File: config.mk
export PLATFORM = sky130hd
export DESIGN_NAME = fixed_to_float_flat
export DESIGN_NICKNAME = d
export VERILOG_FILES = /design/src/rtl/fp_pkg.sv /design/src/rtl/fixed_to_float_if.sv /design/src/rtl/fixed_to_float_lzc.sv /design/src/rtl/fixed_to_float.sv /design/src/flat_wrapper.sv
export SDC_FILE = /design/constraint.sdc
export NUM_CORES = 1
export LEC_CHECK = 0
export CORE_MARGIN = 2
export CORE_UTILIZATION = 43
export DETAILED_ROUTE_END_ITERATION = 10
export GPL_ROUTABILITY_DRIVEN = 0
export GPL_TIMING_DRIVEN = 1
export PLACE_DENSITY = 0.72
export SETUP_SLACK_MARGIN = 0.1
export SYNTH_ARGS = -nofsm -noshare
export SYNTH_HDL_FRONTEND = slang
export SYNTH_SLANG_ARGS = --single-unit
export TNS_END_PERCENT = 1
File: constraint.sdc
create_clock -name aclk -period 10.3 [get_ports aclk]
set_input_delay 1.03 -clock aclk [delete_from_list [all_inputs] [get_ports aclk]]
set_output_delay 1.03 -clock aclk [all_outputs]
set_load 0.02 [all_outputs]
File: src/rtl/fp_pkg.sv
// Shared IEEE-754 binary64 field widths and packed layout for the double FP datapath.
package fp_pkg;

  localparam int DOUBLE_EXP_W    = 11;
  localparam int DOUBLE_MANT_W   = 52;
  localparam int DOUBLE_EXP_BIAS = 1023;

  // Normalised operands are left-aligned into this width so guard/sticky
  // extraction is the same slice for every input width up to 64.
  localparam int ALIGN_W = 128;

  typedef struct packed {
    logic                     sign;
    logic [DOUBLE_EXP_W-1:0]  exp;
    logic [DOUBLE_MANT_W-1:0] mant;
  } double_t;

endpackage

File: src/rtl/fixed_to_float_if.sv
// AXI-Stream operand/result bundle for fixed_to_float; tuser exists only with FIX2FLT_INEXACT_EN.
interface fixed_to_float_if #(
  parameter int SIZE = 64
);

  logic [SIZE-1:0] s_axis_a_tdata;
  logic            s_axis_a_tvalid;
  logic            s_axis_a_tready;
  logic [63:0]     m_axis_result_tdata;
  logic            m_axis_result_tvalid;
  logic            m_axis_result_tready;

`ifdef FIX2FLT_INEXACT_EN
  logic            m_axis_result_tuser;

  modport master (
    output s_axis_a_tdata, s_axis_a_tvalid, m_axis_result_tready,
    input  s_axis_a_tready, m_axis_result_tdata, m_axis_result_tvalid, m_axis_result_tuser
  );

  modport slave (
    input  s_axis_a_tdata, s_axis_a_tvalid, m_axis_result_tready,
    output s_axis_a_tready, m_axis_result_tdata, m_axis_result_tvalid, m_axis_result_tuser
  );
`else
  modport master (
    output s_axis_a_tdata, s_axis_a_tvalid, m_axis_result_tready,
    input  s_axis_a_tready, m_axis_result_tdata, m_axis_result_tvalid
  );

  modport slave (
    input  s_axis_a_tdata, s_axis_a_tvalid, m_axis_result_tready,
    output s_axis_a_tready, m_axis_result_tdata, m_axis_result_tvalid
  );
`endif

endinterface

File: src/rtl/fixed_to_float_lzc.sv
// Combinational leading-zero counter; returns W for an all-zero vector.
module fixed_to_float_lzc #(
  parameter int W = 64
) (
  input  logic [W-1:0]         vec,
  output logic [$clog2(W):0]   count
);

  localparam int CW = $clog2(W) + 1;

  // Scanning upward lets the highest set bit overwrite lower hits.
  always_comb begin
    count = CW'(W);
    for (int i = 0; i < W; i++) begin
      if (vec[i]) count = CW'(W - 1 - i);
    end
  end

endmodule

File: src/rtl/fixed_to_float.sv
// Signed fixed-point (SIZE bits, FRAC_BITS fraction) to binary64 with RNE; 4-cycle latency, 1 beat/cycle.
// All stages stall together on output backpressure; FIX2FLT_INEXACT_EN adds the tuser inexact flag.
module fixed_to_float
  import fp_pkg::*;
#(
  parameter int SIZE      = 64,
  parameter int FRAC_BITS = 0
) (
  input  logic            aclk,
  input  logic            aresetn,
  fixed_to_float_if.slave bus
);

  localparam int LZW    = $clog2(SIZE) + 1;
  localparam int FRAC_W = ALIGN_W - 1;
  localparam int PAD    = ALIGN_W - SIZE;
  localparam logic [DOUBLE_EXP_W-1:0] EXP_TOP =
    DOUBLE_EXP_W'(DOUBLE_EXP_BIAS + SIZE - 1 - FRAC_BITS);

  logic can_advance;

  logic            s1_vld;
  logic            s1_sign;
  logic [SIZE-1:0] s1_mag;

  logic            s2_vld;
  logic            s2_sign;
  logic            s2_zero;
  logic [SIZE-1:0] s2_mag;
  logic [LZW-1:0]  s2_lz;
  logic [LZW-1:0]  lz_c;

  logic                    s3_vld;
  logic                    s3_sign;
  logic [SIZE-1:0]         s3_norm;
  logic [DOUBLE_EXP_W-1:0] s3_exp;

  logic        out_vld;
  logic [63:0] out_dat;

  assign can_advance         = bus.m_axis_result_tready || !out_vld;
  assign bus.s_axis_a_tready = can_advance;

  // S1: sign/magnitude. Negating the most-negative value wraps to 2^(SIZE-1),
  // which is exactly its magnitude when read as unsigned.
  always_ff @(posedge aclk or posedge aresetn) begin
    if (aresetn) begin
      s1_vld  <= 1'b0;
      s1_sign <= 1'b0;
      s1_mag  <= '0;
    end else if (can_advance) begin
      s1_vld  <= bus.s_axis_a_tvalid;
      s1_sign <= bus.s_axis_a_tdata[SIZE-1];
      s1_mag  <= bus.s_axis_a_tdata[SIZE-1] ? -bus.s_axis_a_tdata : bus.s_axis_a_tdata;
    end
  end

  fixed_to_float_lzc #(.W(SIZE)) u_lzc (
    .vec   (s1_mag),
    .count (lz_c)
  );

  always_ff @(posedge aclk or posedge aresetn) begin
    if (aresetn) begin
      s2_vld  <= 1'b0;
      s2_sign <= 1'b0;
      s2_zero <= 1'b0;
      s2_mag  <= '0;
      s2_lz   <= '0;
    end else if (can_advance) begin
      s2_vld  <= s1_vld;
      s2_sign <= s1_sign;
      s2_zero <= (s1_mag == '0);
      s2_mag  <= s1_mag;
      s2_lz   <= lz_c;
    end
  end

  // S3: normalise so the leading one sits at bit SIZE-1.
  always_ff @(posedge aclk or posedge aresetn) begin
    if (aresetn) begin
      s3_vld  <= 1'b0;
      s3_sign <= 1'b0;
      s3_norm <= '0;
      s3_exp  <= '0;
    end else if (can_advance) begin
      s3_vld  <= s2_vld;
      s3_sign <= s2_sign;
      s3_norm <= s2_mag << s2_lz;
      s3_exp  <= s2_zero ? '0 : EXP_TOP - {{(DOUBLE_EXP_W-LZW){1'b0}}, s2_lz};
    end
  end

  logic [FRAC_W-1:0]        aligned;
  logic [DOUBLE_MANT_W-1:0] mant;
  logic                     guard;
  logic                     sticky;
  logic                     round_up;
  logic [DOUBLE_MANT_W:0]   mant_sum;
  logic [DOUBLE_EXP_W-1:0]  exp_r;
  double_t                  result;

  // S4: round to nearest even. A mantissa carry-out leaves the field all zero,
  // which is the correct mantissa for the bumped exponent.
  always_comb begin
    aligned  = {s3_norm[SIZE-2:0], {PAD{1'b0}}};
    mant     = aligned[FRAC_W-1 -: DOUBLE_MANT_W];
    guard    = aligned[FRAC_W-1-DOUBLE_MANT_W];
    sticky   = |aligned[FRAC_W-2-DOUBLE_MANT_W:0];
    round_up = guard && (sticky || mant[0]);
    mant_sum = {1'b0, mant} + {{DOUBLE_MANT_W{1'b0}}, round_up};
    exp_r    = s3_exp + {{(DOUBLE_EXP_W-1){1'b0}}, mant_sum[DOUBLE_MANT_W]};
    result   = '0;
    // The hidden bit is clear only for a zero operand, which must come out as +0.0.
    if (s3_norm[SIZE-1]) begin
      result.sign = s3_sign;
      result.exp  = exp_r;
      result.mant = mant_sum[DOUBLE_MANT_W-1:0];
    end
  end

  always_ff @(posedge aclk or posedge aresetn) begin
    if (aresetn) begin
      out_vld <= 1'b0;
      out_dat <= '0;
    end else if (can_advance) begin
      out_vld <= s3_vld;
      out_dat <= result;
    end
  end

  assign bus.m_axis_result_tvalid = out_vld;
  assign bus.m_axis_result_tdata  = out_dat;

`ifdef FIX2FLT_INEXACT_EN
  logic out_inexact;

  always_ff @(posedge aclk or posedge aresetn) begin
    if (aresetn) begin
      out_inexact <= 1'b0;
    end else if (can_advance) begin
      out_inexact <= guard || sticky;
    end
  end

  assign bus.m_axis_result_tuser = out_inexact;
`endif

endmodule

File: src/flat_wrapper.sv
// flat-port wrapper written by rule: the top's interface ports become plain ports
module fixed_to_float_flat import fp_pkg::*;
#(
  parameter int SIZE      = 64,
  parameter int FRAC_BITS = 0
)
  (aclk, aresetn, bus_s_axis_a_tdata, bus_s_axis_a_tvalid, bus_m_axis_result_tready, bus_s_axis_a_tready, bus_m_axis_result_tdata, bus_m_axis_result_tvalid);
  fixed_to_float_if #(.SIZE(SIZE)) bus_i ();
  input  logic aclk;
  input  logic aresetn;
  input wire logic [$bits(bus_i.s_axis_a_tdata)-1:0] bus_s_axis_a_tdata;
  input wire logic [$bits(bus_i.s_axis_a_tvalid)-1:0] bus_s_axis_a_tvalid;
  input wire logic [$bits(bus_i.m_axis_result_tready)-1:0] bus_m_axis_result_tready;
  output wire logic [$bits(bus_i.s_axis_a_tready)-1:0] bus_s_axis_a_tready;
  output wire logic [$bits(bus_i.m_axis_result_tdata)-1:0] bus_m_axis_result_tdata;
  output wire logic [$bits(bus_i.m_axis_result_tvalid)-1:0] bus_m_axis_result_tvalid;
  assign bus_i.s_axis_a_tdata = bus_s_axis_a_tdata;
  assign bus_i.s_axis_a_tvalid = bus_s_axis_a_tvalid;
  assign bus_i.m_axis_result_tready = bus_m_axis_result_tready;
  assign bus_s_axis_a_tready = bus_i.s_axis_a_tready;
  assign bus_m_axis_result_tdata = bus_i.m_axis_result_tdata;
  assign bus_m_axis_result_tvalid = bus_i.m_axis_result_tvalid;
  fixed_to_float #(.SIZE(SIZE), .FRAC_BITS(FRAC_BITS)) u_core (.aclk(aclk), .aresetn(aresetn), .bus(bus_i));
endmodule
==> Word-level counts from Yosys, hierarchy flattened <==
Cells that the tools add are included.
{ "op_classes": {"n_addsub": 4, "shift": 1, "n_mux": 67, "n_reduce_logical": 6} }
{ "op_table": {"columns": ["cell", "n"], "rows": [
  ["two-way mux 7 bit", 64],
  ["two-way mux 64 bit", 2],
  ["zero test 64 bit", 1],
  ["negator 64 bit", 1],
  ["<< shifter 64 x 7 -> 64 bit", 1],
  ["adder 52 x 1 -> 53 bit", 1],
  ["adder 11 x 1 -> 11 bit", 1],
  ["two-way mux 11 bit", 1],
  ["subtractor 11 x 7 -> 11 bit, first input constant", 1],
  ["OR reduction 10 bit", 1],
  ["logical OR 1 bit", 2],
  ["logical AND 1 bit", 1],
  ["zero test 1 bit", 1]
]} }
{ "word_totals": {"reg_bits": 282, "output_inout_bits": 66, "word_cells": 92} }

==> Longest topological paths before layout <==
Gate-level depths: netlist of run 1.
{ "depth": {"word_depth": 64, "mapped_depth": 14, "mapped_depth_nobuf": 13} }

==> By module <==
A second synthesis of run 1 with hierarchy kept.
{ "unflattened": {"cells_unflattened": 2127, "area_unflattened_um2": 18576.6} }
{ "by_module_without_submodules": {"columns": ["mod", "instances", "cells_per_inst", "area_each_um2", "seq_area_each_um2"], "rows": [
  ["fixed_to_float", 1, 1980, 17717.0, 7056.8],
  ["fixed_to_float_lzc", 1, 147, 859.6, 0.0]
]} }

==> Least setup slack after synthesis of run 1 <==
OpenSTA, ideal clock, no wires.
{ "synth_timing": {"path_kind": "input-to-reg", "start": "input bus_s_axis_a_tdata[29]", "end": "register u_core.s1_mag[40]", "setup_time_ns": 0.148, "arrival_time_ns": 3.042, "slack_ns": 7.110, "stages": 7, "path_buffers": 1, "cell_sequence": "or4_4 > or4_1 > buf_2 > or4_4 > o31ai_2 > xor2_1 > a21oi_1"} }
{ "synth_via": {"elab_chain_len": 2} }
{ "synth_rtl": {"columns": ["item", "line_no", "rtl"], "rows": [
  ["start, declared", "flat_wrapper.sv:11", "input wire logic [$bits(bus_i.s_axis_a_tdata)-1:0] bus_s_axis_a_tdata;"],
  ["negator 64 bit", "fixed_to_float.sv:54", "s1_mag <= bus.s_axis_a_tdata[SIZE-1] ? -bus.s_axis_a_tdata : bus.s_axis_a_tdata;"],
  ["two-way mux 64 bit", "fixed_to_float.sv:54", null],
  ["end signal, assigned", "fixed_to_float.sv:54", null],
  ["end, declared", "fixed_to_float.sv:24", "logic [SIZE-1:0] s1_mag;"]
]} }
Every way passes these cells.
A chain may end at the register's enable or synchronous reset.

==> Worst setup path in the final report of run 1 <==
{ "layout_timing": {"start": "input bus_m_axis_result_tready", "end": "output bus_s_axis_a_tready"} }
{ "layout_via": {"elab_chain_len": 1} }
{ "layout_rtl": {"columns": ["item", "line_no", "rtl"], "rows": [
  ["start, declared", "flat_wrapper.sv:13", "input wire logic [$bits(bus_i.m_axis_result_tready)-1:0] bus_m_axis_result_tready;"],
  ["logical OR 1 bit", "fixed_to_float.sv:41", "assign can_advance = bus.m_axis_result_tready || !out_vld;"],
  ["end, declared", "flat_wrapper.sv:14", "output wire logic [$bits(bus_i.s_axis_a_tready)-1:0] bus_s_axis_a_tready;"]
]} }
Every way passes these cells.

==> flow_summary.toml, run 1 <==
[outcome]
outcome = "complete, no violations"

[placement]
hpwlAfterDp_um = 34500
placement.setup.worst_slack_ps = 6180
io_buffers = 133

[power]
design_power_total_mw = 6.37
power.density_nw_per_um2 = 314
vdd_drop_max_v = 0.000144
leakage_nw = 8.26

[timing]
hold_viol_final = 0
setup_slack_ps = 6210
worst_case_headroom_to_the_max_slew_limit_pct = 27.9
grt_setup_unrepaired = "no"
maxSlewViolCount = 0
setup_tns_ps = 0
finalHoldWorstSlack_ps = 456
tightestPinTransition_ps = 1070
finalSetupViolCount = 0
timing.final.crit_period_ps = 4090
clock.fmax_mhz = 244
min_period_over_period_pct = 39.7
final.setup_skew_ps = 10.2

[min_path]
hold_path.class = "register to register"
hold_path_depth = 2

[drt]
initialDrtViolationCount = 1668
wl_um = 47900
route.vias.total = 15200
drt_first_pass_iters = 6
drt_drc_violations_left = 0
detail_routed_via_count_per_cell = 5.90
final_antenna_net_count = 0
per_cell_routed_wire_length_um = 18.6

[setup_path]
r2r-end = "u_core.s3_norm[57]$_DFFE_PP0P_"
reg2reg_slack_ps = 6400
crit_end = "bus_s_axis_a_tready"
slowest_delay_ps = 640
worst_r2r_path_depth = 6
crit_start = "bus_m_axis_result_tready"
crit_path_cell_trace = "clkdlybuf4s50_1, nor2b_4, buf_12, inv_2, clkdlybuf4s50_1"
arrival_ps = 3060
path_max_fanout = 241
timing_worst_setup_path_type = "input pin to primary output"
endpoint_kind = "primary output"
timing.critical_path.from_type = "input pin"
timing.critical_path.max_delay_family = "buffers and inverters"
crit-reg2reg-launch = "u_core.s2_lz[3]$_DFFE_PP0P_"
cp_data_required_time_ps = 9270
cp_common_cell = "sky130_fd_sc_hd__clkdlybuf4s50_1"
worst-path-stages = 5
path_buf_inv = 4
critical-path-slowest-cell = "sky130_fd_sc_hd__buf_12"

[floorplanning]
rows = 74
die_x_um = 206
initial_core_util_pct = 43.3
die-area_um2 = 42500
height_of_the_die_um = 206
core_um2 = 40600
pin_count = 134

[clock_network]
clock_sinks = 282
clock_insertion_delay_worst_skew_ps = 570
cts-buffers-inserted = 30
clk_pin_slew_ps = 60
clockBufferDepth = 3
clock_tree_from_tritoncts = "done"
clock_tree.root_cell = "sky130_fd_sc_hd__clkbuf_16"
cts-htree-levels = 1
post_cts.repair.setup_buffers = 0
post_cts_resized = 0
cts-hold-fix-buffers = 0

[synthesis]
synth_area_um2 = 17600
synth_area_per_cell_um2 = 8.95
postSynth.topFlopCell = "sky130_fd_sc_hd__dfrtp_1"
synthTopCellsByArea = "sky130_fd_sc_hd__dfrtp_1, sky130_fd_sc_hd__nand2_1, sky130_fd_sc_hd__mux4_2, sky130_fd_sc_hd__o21ai_0, sky130_fd_sc_hd__xor2_1"
synth.lib_cells_used.distinct = 72
synth.ff_latch_count = 282
ys_async_sr_fraction_pct = 100
synth-edff-count = 0
syn_inst_count = 1966
synth_top_cell_by_area = "sky130_fd_sc_hd__dfrtp_1"
count_of_synthesis_stage_warnings_from_yosys = 0
sequential_fraction_of_the_synthesis_area_pct = 40.1
synth_top_cell_area_share_pct = 40.1
syn_nets = 2039

[layout]
synthToLayoutAreaGrowth_pct = 15.4
fillerInstances = 3748
share_of_post_route_cells_with_drive_strength_above_1_pct = 9.45
mostFrequentLayoutCell = "sky130_fd_sc_hd__nand2_1"
layout.cells.most_common_list = "sky130_fd_sc_hd__nand2_1, sky130_fd_sc_hd__dfrtp_1, sky130_fd_sc_hd__o21ai_0"
final_net_count = 2091
antennaDiodeCount = 0

[global_routing]
grt_antenna_before_repair = 0
pin_count_of_the_biggest_net_entering_global_routing = 242
grt_pass1_wl_um = 77800
groute.usage.overall_pct = 22.6
grt_pass1_vias = 14200
globalRouteOverflowTotal = 0

[run]
drv.max_cap_violation_count = 0
registers in the layout, indices dropped and copies added (netlist names), 7 cells and up:
register and flops:
u_core.s3_exp 11, u_core.s2_lz 7, u_core.s2_mag 64, u_core.s1_mag 64, u_core.bus.m_axis_result_tdata 64, u_core.s3_norm 64
how the worst min path moves through the flow:
stage                     slack (ps)                 startpoint                        end
after global routing             480  u_core.s3_vld$_DFFE_PP0P_  u_core.s3_vld$_DFFE_PP0P_
final                            460  u_core.s3_vld$_DFFE_PP0P_  u_core.s3_vld$_DFFE_PP0P_
after global placement           440  u_core.s3_vld$_DFFE_PP0P_  u_core.s3_vld$_DFFE_PP0P_
after floorplan                  430  u_core.s3_vld$_DFFE_PP0P_  u_core.s3_vld$_DFFE_PP0P_
after detailed placement         450  u_core.s3_vld$_DFFE_PP0P_  u_core.s3_vld$_DFFE_PP0P_
after CTS                        460  u_core.s3_vld$_DFFE_PP0P_  u_core.s3_vld$_DFFE_PP0P_
final cells by class:
cell class / count / area (um2) / area share (%)
clock buffers: 41 / 863 / 4.25
clock inverters: 15 / 199 / 0.980
inverters: 36 / 143 / 0.703
multi-input cells: 1520 / 9910 / 48.8
flip-flops and latches: 282 / 7060 / 34.8
well taps: 532 / 666 / 3.28
repair buffers: 148 / 1450 / 7.15
worst register-to-register path, stage by stage, from the launching register on:
cell	delay, ps
sky130_fd_sc_hd__dfrtp_2	340
sky130_fd_sc_hd__buf_4	640
sky130_fd_sc_hd__clkinv_1	1190
sky130_fd_sc_hd__a31oi_1	740
sky130_fd_sc_hd__a21oi_1	260
sky130_fd_sc_hd__mux2i_1	410
sky130_fd_sc_hd__o221ai_1	190
cell usage after synthesis (all sizes together) (34+ instances only):
library cell,number
a21oi,48
buf,35
clkbuf,93
dfrtp,282
inv,34
mux2,37
mux2i,60
mux4,60
nand2,467
nand3,50
nor2,105
nor3,44
o21ai,179
o31ai,39
xnor2,43
xor2,81
per-layer routing:
metal	track usage, %	vias up	share of wire, %
met2	35.0	632	45
met1	33.1	7231	46
met4	7.37	0	3.2
li1	-	7211	-
met3	2.52	108	6.4
met5	0	-	0
power by group:
| group | switching, mW | internal, mW | total, mW |
|---|---|---|---|
| Combinational | 1.77 | 1.33 | 3.11 |
| Sequential | 0.570 | 1.55 | 2.12 |
| Clock | 0.455 | 0.687 | 1.14 |
| Total | 2.80 | 3.57 | 6.37 |
cells by family (layout without fill, tap and decap cells):
| group | Yosys count | after routing | share of synthesized area, % |
|---|---|---|---|
| compound gates | 430 | 430 | 15.9 |
| xor+xnor | 124 | 124 | 6.17 |
| fa+ha+maj | 5 | 5 | 0.356 |
| buf+inv | 164 | 240 | 3.62 |
| flops | 282 | 282 | 40.1 |
| mux | 157 | 157 | 13.5 |
| simple gates | 804 | 804 | 20.4 |
stage by stage:
| stage | std cells | utilization, % | area, um2 |
|---|---|---|---|
| floorplan | 1966 | - | 17600 |
| CTS | 2574 | 49.9 | 20300 |
| global route | 2574 | 49.9 | 20300 |
| finish | 2574 | 49.9 | 20300 |
| global placement | 2518 | 47.3 | 19200 |
| detailed placement | 2518 | 47.3 | 19200 |
Power figures use the tool's default switching activity.
==> run 2: changes to the inputs <==
- PLACE_DENSITY: 0.72 -> 0.74
- clock period: 10.3 -> 3.53 ns (I/O delays scaled with it)
==> run 2 against run 1 <==
Effect of this change:
- utilization increased by 0.41 points
- clock skew rose by 10 ps
- global-route usage up 0.63 points
- hold slack got worse by 120 ps
- sequential power rose to 2.9 times the previous value
- critical endpoint is now u_core.bus.m_axis_result_tdata[58]$_DFFE_PP0P_
- largest power group unchanged
==> flow_summary.toml, run 2 (synthesized netlist as in run 1, its figures left out) <==
[outcome]
outcome = "complete, no violations"

[clock_network]
clock_insertion_delay_worst_skew_ps = 570
clock_tree_from_tritoncts = "done"
clock_tree.root_cell = "sky130_fd_sc_hd__clkbuf_16"
clk_pin_slew_ps = 60
cts-hold-fix-buffers = 0
post_cts.repair.setup_buffers = 0
clockBufferDepth = 3
clock_sinks = 282
cts-buffers-inserted = 29
post_cts_resized = 0
cts-htree-levels = 1

[drt]
per_cell_routed_wire_length_um = 18.9
detail_routed_via_count_per_cell = 6.00
route.vias.total = 15600
drt_first_pass_iters = 5
wl_um = 49000
initialDrtViolationCount = 1785
final_antenna_net_count = 0
drt_drc_violations_left = 0

[floorplanning]
core_um2 = 40600
rows = 74
pin_count = 134
die_x_um = 206
initial_core_util_pct = 43.3
die-area_um2 = 42500
height_of_the_die_um = 206

[global_routing]
grt_pass1_vias = 14700
groute.usage.overall_pct = 23.2
globalRouteOverflowTotal = 0
grt_antenna_before_repair = 0
pin_count_of_the_biggest_net_entering_global_routing = 196
grt_pass1_wl_um = 79400

[timing]
clock.fmax_mhz = 323
tightestPinTransition_ps = 1050
maxSlewViolCount = 0
finalSetupViolCount = 0
final.setup_skew_ps = 20.5
setup_slack_ps = 430
hold_viol_final = 0
setup_tns_ps = 0
grt_setup_unrepaired = "no"
min_period_over_period_pct = 87.8
timing.final.crit_period_ps = 3100
worst_case_headroom_to_the_max_slew_limit_pct = 29.5

[power]
netSwitchingPower_mw = 8.19
comb_power_share_pct = 49.4
intPower_mw = 10.4
vdd_drop_max_v = 0.000451
switching_share_pct = 44.1
power.density_nw_per_um2 = 907
leakage_nw = 8.39
seqPwrFrac_pct = 33.5
power_frac_clock_pct = 17.1

[setup_path]
timing.critical_path.from_type = "register"
timing_worst_setup_path_type = "register to register"
path_max_fanout = 5
path_buf_inv = 0
reg2reg_slack_ps = 430
critical-path-slowest-cell = "sky130_fd_sc_hd__dfrtp_1"
crit_path_cell_trace = "and2_1, ha_1, and3_1, nand4_1, nor2_1, nand4_1, nor3_1, ha_1, ha_1, and3_1, nand3_1, xor2_1, o21ai_0"
cp_common_cell = "sky130_fd_sc_hd__ha_1"
arrival_ps = 3570
crit_start = "u_core.s3_norm[11]$_DFFE_PP0P_"
slowest_delay_ps = 400
crit-reg2reg-launch = "u_core.s3_norm[11]$_DFFE_PP0P_"
endpoint_kind = "register"
cp_data_required_time_ps = 4000
timing.critical_path.max_delay_family = "simple AND/OR/NAND/NOR gates"

[layout]
share_of_post_route_cells_with_drive_strength_above_1_pct = 10.3
layout.cells.most_common_list = "sky130_fd_sc_hd__nand2_1, sky130_fd_sc_hd__dfrtp_1, sky130_fd_sc_hd__o21ai_0"
antennaDiodeCount = 0
fillerInstances = 3747
mostFrequentLayoutCell = "sky130_fd_sc_hd__nand2_1"
synthToLayoutAreaGrowth_pct = 16.3
post-route-cell-area_um2 = 20500
final_net_count = 2116
fin_util_pct = 50.3

[placement]
placement.setup.worst_slack_ps = 329
dpl_cell_area_um2 = 19500
hpwlAfterDp_um = 36400
io_buffers = 133

[run]
drv.max_cap_violation_count = 0

[min_path]
worstHoldStart = "bus_s_axis_a_tvalid"
hold_path.class = "input pin to register"
run 2: power groups by stage:
stage                     sequential, mW  clock [mW]  combinational [mW]
after global routing                6.42        3.36                9.89
after floorplan                     5.84           0                6.21
after CTS                           6.16        3.22                9.00
after detailed placement            6.22           0                8.96
final                               6.22        3.17                9.17
after global placement              6.13           0                8.77
run 2: area by class of cell:
class,count,area [um2],area share [%]
Tap cell,532,666,3.25
Sequential cell,282,7060,34.5
Timing Repair Buffer,174,1710,8.35
Inverter,36,139,0.679
Multi-Input combinational cell,1520,9900,48.4
Clock inverter,12,168,0.819
Clock buffer,41,811,3.96
run 2: final timing paths:
path                                                             endpoint  cells after the start
max in group asynchronous  u_core.bus.m_axis_result_tdata[27]$_DFFE_PP0P_                      3
max reg2reg                u_core.bus.m_axis_result_tdata[58]$_DFFE_PP0P_                     13
min                                             u_core.s1_vld$_DFFE_PP0P_                      3
min in group asynchronous                   u_core.s2_mag[51]$_DFFE_PP0P_                      2
min reg2reg                u_core.bus.m_axis_result_tdata[63]$_DFFE_PP0P_                      2
max                        u_core.bus.m_axis_result_tdata[58]$_DFFE_PP0P_                     13
run 2: worst min-delay path, stage by stage:
cell                              delay (ps)
sky130_fd_sc_hd__clkdlybuf4s50_1         400
sky130_fd_sc_hd__nand2_1                  50
sky130_fd_sc_hd__nand2_1                  40
run 2: layer usage:
metal  share of wire, %  GRT usage [%]
met1                 44           33.0
met2                 46           37.5
met3                6.9           2.63
met4                2.9           6.66
met5                  0              0
run 2: stage by stage:
| step | power [mW] | hold slack (ps) | std cells |
|---|---|---|---|
| 2_1_floorplan | 12.0 | 430 | 1966 |
| 3_5_place_dp | 15.2 | 455 | 2544 |
| 4_1_cts | 18.4 | 312 | 2597 |
| 6_report | 18.6 | 335 | 2597 |
| 3_3_place_gp | 14.9 | 442 | 2544 |
| 5_1_grt | 19.7 | 317 | 2597 |
